<file path="config.mk">
export PLATFORM = sky130hd
export DESIGN_NAME = sha1_block_responder
export DESIGN_NICKNAME = d
export VERILOG_FILES = /design/src/rtl/sha1_pkg.sv /design/src/rtl/sha1_msg_schedule.sv /design/src/rtl/sha1_block_responder.sv
export SDC_FILE = /design/constraint.sdc
export NUM_CORES = 2
export LEC_CHECK = 0
export ABC_AREA = 1
export BUFFER_PORTS_ARGS = -buffer_cell sky130_fd_sc_hd__buf_2
export CAP_MARGIN = 20
export CORE_ASPECT_RATIO = 0.6
export CORE_MARGIN = 1.5
export CORE_UTILIZATION = 40
export DETAILED_ROUTE_END_ITERATION = 8
export SLEW_MARGIN = 40
export SYNTH_ARGS = -nofsm -noshare
export SYNTH_HDL_FRONTEND = slang
export SYNTH_SLANG_ARGS = --single-unit
</file>
<file path="constraint.sdc">
create_clock -name clk -period 12 [get_ports clk]
set_clock_uncertainty 0.05 [all_clocks]
set_input_delay 1.2 -clock clk [delete_from_list [all_inputs] [get_ports clk]]
set_output_delay 1.2 -clock clk [all_outputs]
set_load 0.02 [all_outputs]
</file>
<file path="src/rtl/sha1_pkg.sv">
// Shared SHA-1 types, constants and round helpers for the block responder.
// SHA1_TWO_ROUNDS_EN selects two compression rounds per clock.
package sha1_pkg;

  typedef enum logic [1:0] {IDLE, LOAD, ROUND, FINAL} sha1_state_e;

  typedef struct packed {
    logic [31:0] a;
    logic [31:0] b;
    logic [31:0] c;
    logic [31:0] d;
    logic [31:0] e;
  } sha1_work_t;

  localparam logic [31:0] H_INIT [0:4] = '{
    32'h67452301, 32'hEFCDAB89, 32'h98BADCFE, 32'h10325476, 32'hC3D2E1F0
  };

`ifdef SHA1_TWO_ROUNDS_EN
  localparam int ROUNDS_PER_CYCLE = 2;
`else
  localparam int ROUNDS_PER_CYCLE = 1;
`endif

  localparam logic [6:0] T_STEP = 7'(ROUNDS_PER_CYCLE);
  localparam logic [6:0] T_LAST = 7'(80 - ROUNDS_PER_CYCLE);

  function automatic bit msg_bits_ok(input int n);
    return (n % 8 == 0) && (n >= 8) && (n <= 440);
  endfunction

  function automatic logic [31:0] rotl32(input logic [31:0] x, input int unsigned n);
    return (x << n) | (x >> (32 - n));
  endfunction

  function automatic logic [31:0] k_const(input logic [6:0] t);
    if (t < 7'd20)      return 32'h5A827999;
    else if (t < 7'd40) return 32'h6ED9EBA1;
    else if (t < 7'd60) return 32'h8F1BBCDC;
    else                return 32'hCA62C1D6;
  endfunction

  function automatic logic [31:0] f_round(input logic [6:0] t, input logic [31:0] b,
                                          input logic [31:0] c, input logic [31:0] d);
    if (t < 7'd20)      return (b & c) | (~b & d);
    else if (t < 7'd40) return b ^ c ^ d;
    else if (t < 7'd60) return (b & c) | (b & d) | (c & d);
    else                return b ^ c ^ d;
  endfunction

  function automatic sha1_work_t sha1_round(input sha1_work_t s, input logic [6:0] t,
                                            input logic [31:0] w);
    sha1_work_t r;
    r.a = rotl32(s.a, 5) + f_round(t, s.b, s.c, s.d) + s.e + k_const(t) + w;
    r.b = s.a;
    r.c = rotl32(s.b, 30);
    r.d = s.c;
    r.e = s.d;
    return r;
  endfunction

endpackage

</file>
<file path="src/rtl/sha1_msg_schedule.sv">
// 16-word sliding message schedule; W[t] is always window word 0.
// With SHA1_TWO_ROUNDS_EN the window advances by two words and also exposes W[t+1].
module sha1_msg_schedule
  import sha1_pkg::*;
(
  input  logic         clk,
  input  logic         rst,
  input  logic         load,
  input  logic         advance,
  input  logic [511:0] block,
  output logic [31:0]  w0
`ifdef SHA1_TWO_ROUNDS_EN
  ,
  output logic [31:0]  w1
`endif
);

  logic [31:0] win_q [0:15];
  logic [31:0] win_d [0:15];
  logic [31:0] blk_word [0:15];

  for (genvar gi = 0; gi < 16; gi++) begin : g_word
    assign blk_word[gi] = block[511 - 32*gi -: 32];
  end

  always_comb begin
    for (int i = 0; i < 16; i++) win_d[i] = win_q[i];
    if (load) begin
      for (int i = 0; i < 16; i++) win_d[i] = blk_word[i];
    end else if (advance) begin
`ifdef SHA1_TWO_ROUNDS_EN
      for (int i = 0; i < 14; i++) win_d[i] = win_q[i+2];
      // W[t+17] only needs words already in the window, so both new words are independent
      win_d[14] = rotl32(win_q[13] ^ win_q[8] ^ win_q[2] ^ win_q[0], 1);
      win_d[15] = rotl32(win_q[14] ^ win_q[9] ^ win_q[3] ^ win_q[1], 1);
`else
      for (int i = 0; i < 15; i++) win_d[i] = win_q[i+1];
      win_d[15] = rotl32(win_q[13] ^ win_q[8] ^ win_q[2] ^ win_q[0], 1);
`endif
    end
  end

  always_ff @(posedge clk) begin
    if (rst) begin
      for (int i = 0; i < 16; i++) win_q[i] <= '0;
    end else begin
      for (int i = 0; i < 16; i++) win_q[i] <= win_d[i];
    end
  end

  assign w0 = win_q[0];
`ifdef SHA1_TWO_ROUNDS_EN
  assign w1 = win_q[1];
`endif

endmodule

</file>
<file path="src/rtl/sha1_block_responder.sv">
// Single-block SHA-1 engine behind a hashGo/hashReady/hashDone handshake.
// SHA1_TWO_ROUNDS_EN halves the ROUND phase by computing two rounds per clock.
module sha1_block_responder
  import sha1_pkg::*;
#(
  parameter int MSG_BITS  = 144,
  parameter int HASH_SIZE = 160
) (
  input  logic                 clk,
  input  logic                 rst,
  input  logic                 hashGo,
  input  logic [MSG_BITS-1:0]  hashedVal,
  output logic                 hashReady,
  output logic                 hashDone,
  output logic [HASH_SIZE-1:0] hashedOut
);

  if (HASH_SIZE != 160) begin : g_bad_hash_size
    $error("sha1_block_responder: HASH_SIZE must be 160");
  end
  if (!msg_bits_ok(MSG_BITS)) begin : g_bad_msg_bits
    $error("sha1_block_responder: MSG_BITS must be a multiple of 8 in 8..440");
  end

  sha1_state_e         state_q, state_d;
  logic [MSG_BITS-1:0] msg_q, msg_d;
  sha1_work_t          work_q, work_d, work_step;
  logic [6:0]          t_q, t_d;
  logic [159:0]        digest_q, digest_d;
  logic                done_q, done_d;
  logic [511:0]        block;
  logic [31:0]         w0;

  // Padded single block: message, a '1' bit, zero fill, 64-bit length
  always_comb begin
    block = '0;
    block[511 -: MSG_BITS] = msg_q;
    block[511 - MSG_BITS] = 1'b1;
    block[63:0] = 64'(MSG_BITS);
  end

`ifdef SHA1_TWO_ROUNDS_EN
  logic [31:0] w1;
  sha1_msg_schedule u_sched (
    .clk(clk), .rst(rst), .load(state_q == LOAD), .advance(state_q == ROUND),
    .block(block), .w0(w0), .w1(w1)
  );
  assign work_step = sha1_round(sha1_round(work_q, t_q, w0), t_q + 7'd1, w1);
`else
  sha1_msg_schedule u_sched (
    .clk(clk), .rst(rst), .load(state_q == LOAD), .advance(state_q == ROUND),
    .block(block), .w0(w0)
  );
  assign work_step = sha1_round(work_q, t_q, w0);
`endif

  always_ff @(posedge clk) begin
    if (rst) state_q <= IDLE;
    else     state_q <= state_d;
  end

  always_comb begin
    state_d = state_q;
    case (state_q)
      IDLE:    if (hashGo) state_d = LOAD;
      LOAD:    state_d = ROUND;
      ROUND:   if (t_q == T_LAST) state_d = FINAL;
      FINAL:   state_d = IDLE;
      default: state_d = IDLE;
    endcase
  end

  always_comb begin
    hashReady = (state_q == IDLE);
    msg_d     = msg_q;
    work_d    = work_q;
    t_d       = t_q;
    digest_d  = digest_q;
    done_d    = 1'b0;
    case (state_q)
      IDLE: begin
        if (hashGo) begin
          msg_d    = hashedVal;
          digest_d = '0;
        end
      end
      LOAD: begin
        work_d = {H_INIT[0], H_INIT[1], H_INIT[2], H_INIT[3], H_INIT[4]};
        t_d    = '0;
      end
      ROUND: begin
        work_d = work_step;
        t_d    = t_q + T_STEP;
      end
      FINAL: begin
        digest_d = {H_INIT[0] + work_q.a, H_INIT[1] + work_q.b, H_INIT[2] + work_q.c,
                    H_INIT[3] + work_q.d, H_INIT[4] + work_q.e};
        done_d   = 1'b1;
      end
      default: ;
    endcase
  end

  always_ff @(posedge clk) begin
    if (rst) begin
      msg_q    <= '0;
      work_q   <= '0;
      t_q      <= '0;
      digest_q <= '0;
      done_q   <= 1'b0;
    end else begin
      msg_q    <= msg_d;
      work_q   <= work_d;
      t_q      <= t_d;
      digest_q <= digest_d;
      done_q   <= done_d;
    end
  end

  assign hashDone  = done_q;
  assign hashedOut = digest_q;

endmodule

</file>
Word-level counts from Yosys, hierarchy flattened
Memories as Yosys holds them, arrays and structs flattened.
Cells that the tools add are included.
{ "totals": {"register_bits": 474, "mem_bits_rw": 512, "input_bits": 147, "wordCells": 103, "mem_count": 1} }
{ "classes": {"add_sub_neg": 10, "order_cmp": 3, "eq_ne": 6, "mux": 35, "bitwise": 32, "reduce_logical": 6} }
{ "mem_list": {"columns": ["memory", "depth", "width", "read_ports", "rd_ports_with_merged_regs", "wr", "line", "rtl"], "rows": [
  ["u_sched.win_q", 16, 32, 16, 0, 16, "sha1_msg_schedule.sv:18", "logic [31:0] win_q [0:15];"]
]} }
{ "op_table": {"columns": ["cell", "count"], "rows": [
  ["two-way mux 512 bit", 2],
  ["two-way mux 32 bit", 21],
  ["case mux 160 bit (2 select lines)", 2],
  ["two-way mux 160 bit", 1],
  ["bitwise XOR 32 bit", 5],
  ["adder 32 bit", 4],
  ["AND 32 bit", 4],
  ["adder 32 bit, first input constant", 3],
  ["OR 32 bit", 3],
  ["adder 29 x 32 -> 32 bit, first input constant", 1],
  ["adder 31 x 32 -> 32 bit, first input constant", 1],
  ["inverter 32 bit", 1],
  ["OR 32 x 1 -> 32 bit", 1],
  ["OR 32 x 30 -> 32 bit", 1],
  ["OR 32 x 5 -> 32 bit", 1],
  ["two-way mux 31 bit", 1],
  ["OR 1 bit", 16],
  ["less-than comparator 7 x 6 -> 1 bit, second input constant", 2],
  ["case mux 7 bit (2 select lines)", 1],
  ["case mux 2 bit (4 select lines)", 1],
  ["adder 7 x 1 -> 7 bit, second input constant", 1],
  ["equality test 7 bit, second input constant", 1],
  ["less-than comparator 7 x 5 -> 1 bit, second input constant", 1],
  ["AND reduction 2 bit", 3],
  ["7 further kinds", 14]
]} }

Depth between registers and ports, before layout
{ "logic_depth": {"ltp_word": 11, "ltp_mapped": 28, "depth_no_buf": 27} }

Hierarchy
A second synthesis with hierarchy kept.
{ "unflattened": {"cells_unflattened": 8056, "area_unflattened_um2": 52729.3} }
{ "by_module_without_submodules": {"columns": ["module", "n_inst", "cells_each", "area_per_inst_um2", "seq_area_each_um2"], "rows": [
  ["sha1_block_responder", 1, 3775, 26834.5, 9489.1],
  ["sha1_msg_schedule", 1, 4281, 25894.8, 10249.8]
]} }

Worst setup path before layout
OpenSTA, ideal clock, no wires.
{ "synth_timing": {"path_kind": "register to register", "from": "register t_q[4]", "to": "register work_q[157] (netlist bit)", "arrival_time_ns": 4.121, "required_ns": 11.841, "slack_ns": 7.720, "stages_incl_launch_ff": 25, "cell_sequence": "dfxtp_1 > nand2_2 > nor2_4 > nor2_4 > nand2_4 > inv_2 > a221oi_1 > fa_1 > fa_1 > fa_1 > inv_1 > ha_1 > fa_1 > nand2_1 > nand3_2 > nand2_1 > nand2_2 > nand2_1 > nand2_1 > nand2_1 > nand2_1 > nand2_1 > nand3_1 > nand2_1 > inv_1"} }
{ "synth_via": {"elab_chain_cells": 9, "word_cells_on_any_way": 14, "classes_between": "add/sub: 4; order compare: 3; mux: 7"} }
{ "synth_lines": {"columns": ["element", "line", "rtl"], "rows": [
  ["from (decl)", "sha1_block_responder.sv:28", "logic [6:0] t_q, t_d;"],
  ["from (signal assigned)", "sha1_block_responder.sv:114", "t_q <= t_d;"],
  ["less-than comparator 7 x 6 -> 1 bit", "sha1_pkg.sv:39, sha1_pkg.sv:47", null],
  ["two-way mux 32 bit", "sha1_pkg.sv:47", "else if (t < 7'd60) return (b & c) | (b & d) | (c & d);"],
  ["two-way mux 32 bit", "sha1_pkg.sv:46", "else if (t < 7'd40) return b ^ c ^ d;"],
  ["two-way mux 32 bit", "sha1_pkg.sv:45", "if (t < 7'd20) return (b & c) | (~b & d);"],
  ["adder 32 bit (2 in series)", "sha1_pkg.sv:54", "r.a = rotl32(s.a, 5) + f_round(t, s.b, s.c, s.d) + s.e + k_const(t) + w;"],
  ["adder 32 bit (*) (2 in series)", "sha1_pkg.sv:54", null],
  ["case mux 160 bit (2 select lines) (*)", "sha1_block_responder.sv:80", "case (state_q)"],
  ["to (signal assigned)", "sha1_block_responder.sv:113", "work_q <= work_d;"],
  ["to (decl)", "sha1_block_responder.sv:27", "sha1_work_t work_q, work_d, work_step;"]
]} }
Mark *: on every way between the ends. The rest lies on a longest branch, timed or not.
A chain may end at the register's enable or synchronous reset.

Worst setup path after layout
{ "layout_timing": {"from": "register t_q[6]", "to": "register work_q[149] (netlist bit)"} }
The elaborated chain is that of the path after synthesis.

==> flow_metrics.py <==
metrics = {
    "layout": {
        "fillers": 12057,
        "multi_input_area_um2": 23600,
        "areaGrowthSynthToFinish_pct": 12.2,
        "regArea_um2": 19700,
        "layout.nets": 6881,
        "drive_gt1_frac": 0.0943,
        "fin_area_um2": 52800,
    },
    "setup_path": {
        "critPathKind": "register to register",
        "start_kind": "register",
        "cp.arrival_ns": 6.70,
        "required_ns": 12.51,
        "endpoint_kind": "register",
        "critPathMaxFanout": 25,
    },
    "die": {
        "die_h_um": 269,
        "core-area_um2": 117000,
        "row_count": 97,
        "start_util": 0.403,
        "fp.dieW_um": 446,
        "num_io_pins": 309,
        "dieArea_um2": 120000,
    },
    "run": {
        "drv_cap": 0,
    },
    "timing": {
        "post-route-min-period_ns": 6.19,
        "final-hold-violation-count": 0,
        "rsz0062_at_grt": "no",
        "finalMaxSlewViolations": 0,
        "tightest_slew_ns": 0.966,
        "final.setup.worst_slack_ns": 5.81,
        "finalCritPeriodShare": 0.516,
        "holdWs_ns": 0.399,
        "setup_violations": 0,
        "max_slew_margin": 0.356,
        "fin_setup_tns_ns": 0,
        "max_freq_mhz": 162,
    },
    "synthesis": {
        "postSynthCellCount": 6505,
        "yosysUniqueCellTypes": 63,
        "synth_compound_area_frac": 0.182,
        "synth_xor_area_frac": 0.0195,
        "syn-num-nets": 6819,
        "synthMuxAreaShare": 0,
        "syn_area_um2": 47000,
        "yosysWarnings": 0,
        "syn_avg_cell_area_um2": 7.23,
        "synth_top_family_by_area": "simple AND/OR/NAND/NOR gates",
        "synth_async_sr_flop_share": 0,
        "synth-edff-count": 0,
        "synth-simple-area-share": 0.236,
        "ys_seq_area_frac": 0.420,
        "ys_ff_latch": 986,
        "synthAdderAreaFrac": 0.0636,
        "yosys_most_used_dff": "dfxtp_1",
    },
    "clocking": {
        "postCtsSetupRepairBufs": 0,
        "cts_resized": 0,
        "cts.sinks": 986,
        "cts_root_buf": "clkbuf_16",
        "clkSlewWorstSetupHoldPaths_ns": 0.06,
        "cts_max_path_buffers": 3,
        "htreeDepth": 3,
        "cts_hold_buf": 0,
        "cts_buffers": 95,
        "clock_latency_ns": 0.75,
        "cts_tree": "yes",
    },
    "power_and_ir_drop": {
        "leakagePower_uw": 0.0213,
        "total_power_uw": 14000,
        "irDropWorstVdd_mv": 0.200,
        "power_density_nw_per_um2": 264,
    },
    "place": {
        "io_buffers": 308,
        "dp_slack_ns": 6.06,
        "gp_congestion": 1.04,
        "postPlaceCellArea_um2": 49500,
        "hpwl_mm": 140,
    },
    "run_status": {
        "status": "finished, final reports clean",
    },
    "routing": {
        "drt_drc_violations_left": 0,
        "ant_nets": 0,
        "firstDrtPassIters": 8,
        "drtIter0Drc": 5525,
        "drt-wirelength-per-cell_um": 23.0,
        "avgViaCountPerCell": 5.45,
        "totalWireLength_mm": 189,
        "via_count": 44871,
    },
    "global_routing": {
        "grt_pass1_wl_mm": 271,
        "grt-ovfl-total": 0,
        "grt_usage": 0.307,
        "grt_pass1_vias": 38914,
        "grt_max_degree": 186,
        "antenna_found_initial": 8,
    },
    "hold_path": {
        "hp-class": "register to register",
    },
}
==> routing by layer <==
metal	share of wire	routed length, µm	global-route usage
met5	0.000069	13	0
met4	0.012	2250	0.0418
met3	0.13	23900	0.118
met2	0.35	66300	0.366
met1	0.51	96800	0.501
==> sequential cells by signal (all words and copies together) (netlist names) <==
register	cells
t_q	7
hashDone	1
u_sched.win_q	512
hashedOut	160
state_q	2
msg_q	144
work_q	160
==> worst max-delay path: stages (launching register included) <==
cell	delay [ns]
dfxtp_1	0.37
nor2_1	0.17
nand3_2	0.54
nand2_4	0.35
nand2_8	0.17
inv_2	0.39
nor2_1	0.09
nor3_1	0.35
fa_1	0.51
fa_1	0.51
inv_1	0.05
fa_1	0.48
inv_1	0.04
ha_1	0.46
nand2_1	0.14
inv_1	0.08
nand2_1	0.11
nor2_1	0.40
nand4_1	0.33
nand3_1	0.17
nand2_1	0.06
nand3_1	0.07
a21oi_1	0.08
==> report_power, final <==
group	switching [µW]	total (µW)	leakage [µW]	internal (µW)
sequential	681	4490	0.00801	3810
combinational	4630	6260	0.0117	1630
clock	1420	3200	0.00161	1780
==> through the flow <==
stage,cells,utilization
after global routing,8230,0.453
after detailed placement,8054,0.424
final,8232,0.453
after floorplan,6505,-
after CTS,8230,0.452
after global placement,8050,0.423
==> cells by family after synthesis <==
group                      Yosys count
DFF                                986
xor gates and xnor gates           105
and+or+nand+nor                   2715
AOI/OAI and AO/OA                 1592
buffers and inverters              940
adders and majority gates          167
==> area by class of cell <==
class / count / share of cell area
clock buffer: 139 / 0.0535
timing repair buffer: 345 / 0.0372
clock inverter: 37 / 0.00898
inverter: 560 / 0.0409
multi-input combinational: 4579 / 0.448
antenna: 2 / 0.0000948
sequential: 986 / 0.374
tap: 1584 / 0.0375
==> cell usage in the layout (no fill, tap or decap), types with 18 or more instances in the layout <==
master	instances
clkbuf_16	97
nand2_1	1775
nand4_1	41
xnor2_1	94
nor2_1	518
a211oi_1	28
ha_1	46
buf_2	307
nor3_1	31
a221oi_1	82
o21ai_0	508
inv_1	527
a21oi_1	871
clkbuf_8	24
fa_1	120
nand2_2	20
o211ai_1	36
buf_4	19
inv_2	20
dfxtp_1	986
clkbuf_1	18
nand3_1	238
==> final timing paths <==
path                                              to                          startpoint  slack [ns]  cells after the start
setup / recovery            work_q[149]$_SDFFE_PP0P_                 t_q[6]$_SDFFE_PP0P_        5.81                     22
hold / removal    u_sched.win_q[0][134]$_SDFFE_PP0P_  u_sched.win_q[0][134]$_SDFFE_PP0P_        0.40                      2
setup reg to reg            work_q[149]$_SDFFE_PP0P_                 t_q[6]$_SDFFE_PP0P_        5.81                     22
hold reg to reg   u_sched.win_q[0][134]$_SDFFE_PP0P_  u_sched.win_q[0][134]$_SDFFE_PP0P_        0.40                      2
==> Yosys cell counts (4+ instances only) <==
library cell / instances / area share
a211oi_1: 28 / 0.0045
a21o_1: 5 / 0.00080
a21oi_1: 871 / 0.093
a221oi_1: 82 / 0.015
a31oi_1: 10 / 0.0013
buf_1: 25 / 0.0020
buf_2: 93 / 0.0099
buf_4: 8 / 0.0013
clkbuf_1: 247 / 0.020
clkbuf_2: 4 / 0.00043
clkinv_1: 4 / 0.00032
dfxtp_1: 986 / 0.42
fa_1: 120 / 0.051
ha_1: 47 / 0.012
inv_1: 531 / 0.042
inv_2: 25 / 0.0020
nand2_1: 1779 / 0.14
nand2_2: 18 / 0.0024
nand2_4: 4 / 0.00096
nand3_1: 238 / 0.025
nand3_2: 14 / 0.0030
nand3b_1: 9 / 0.0014
nand4_1: 41 / 0.0055
nor2_1: 518 / 0.041
nor2_2: 18 / 0.0024
nor2_4: 8 / 0.0019
nor3_1: 31 / 0.0033
nor3_2: 6 / 0.0013
nor4_1: 8 / 0.0011
o211ai_1: 36 / 0.0057
o21a_1: 4 / 0.00064
o21ai_0: 511 / 0.054
o21ai_1: 9 / 0.00096
o21bai_1: 10 / 0.0016
o22ai_1: 6 / 0.00080
or2_2: 10 / 0.0013
xnor2_1: 94 / 0.017
xor2_1: 11 / 0.0020
(Power assumes the default switching activity.)
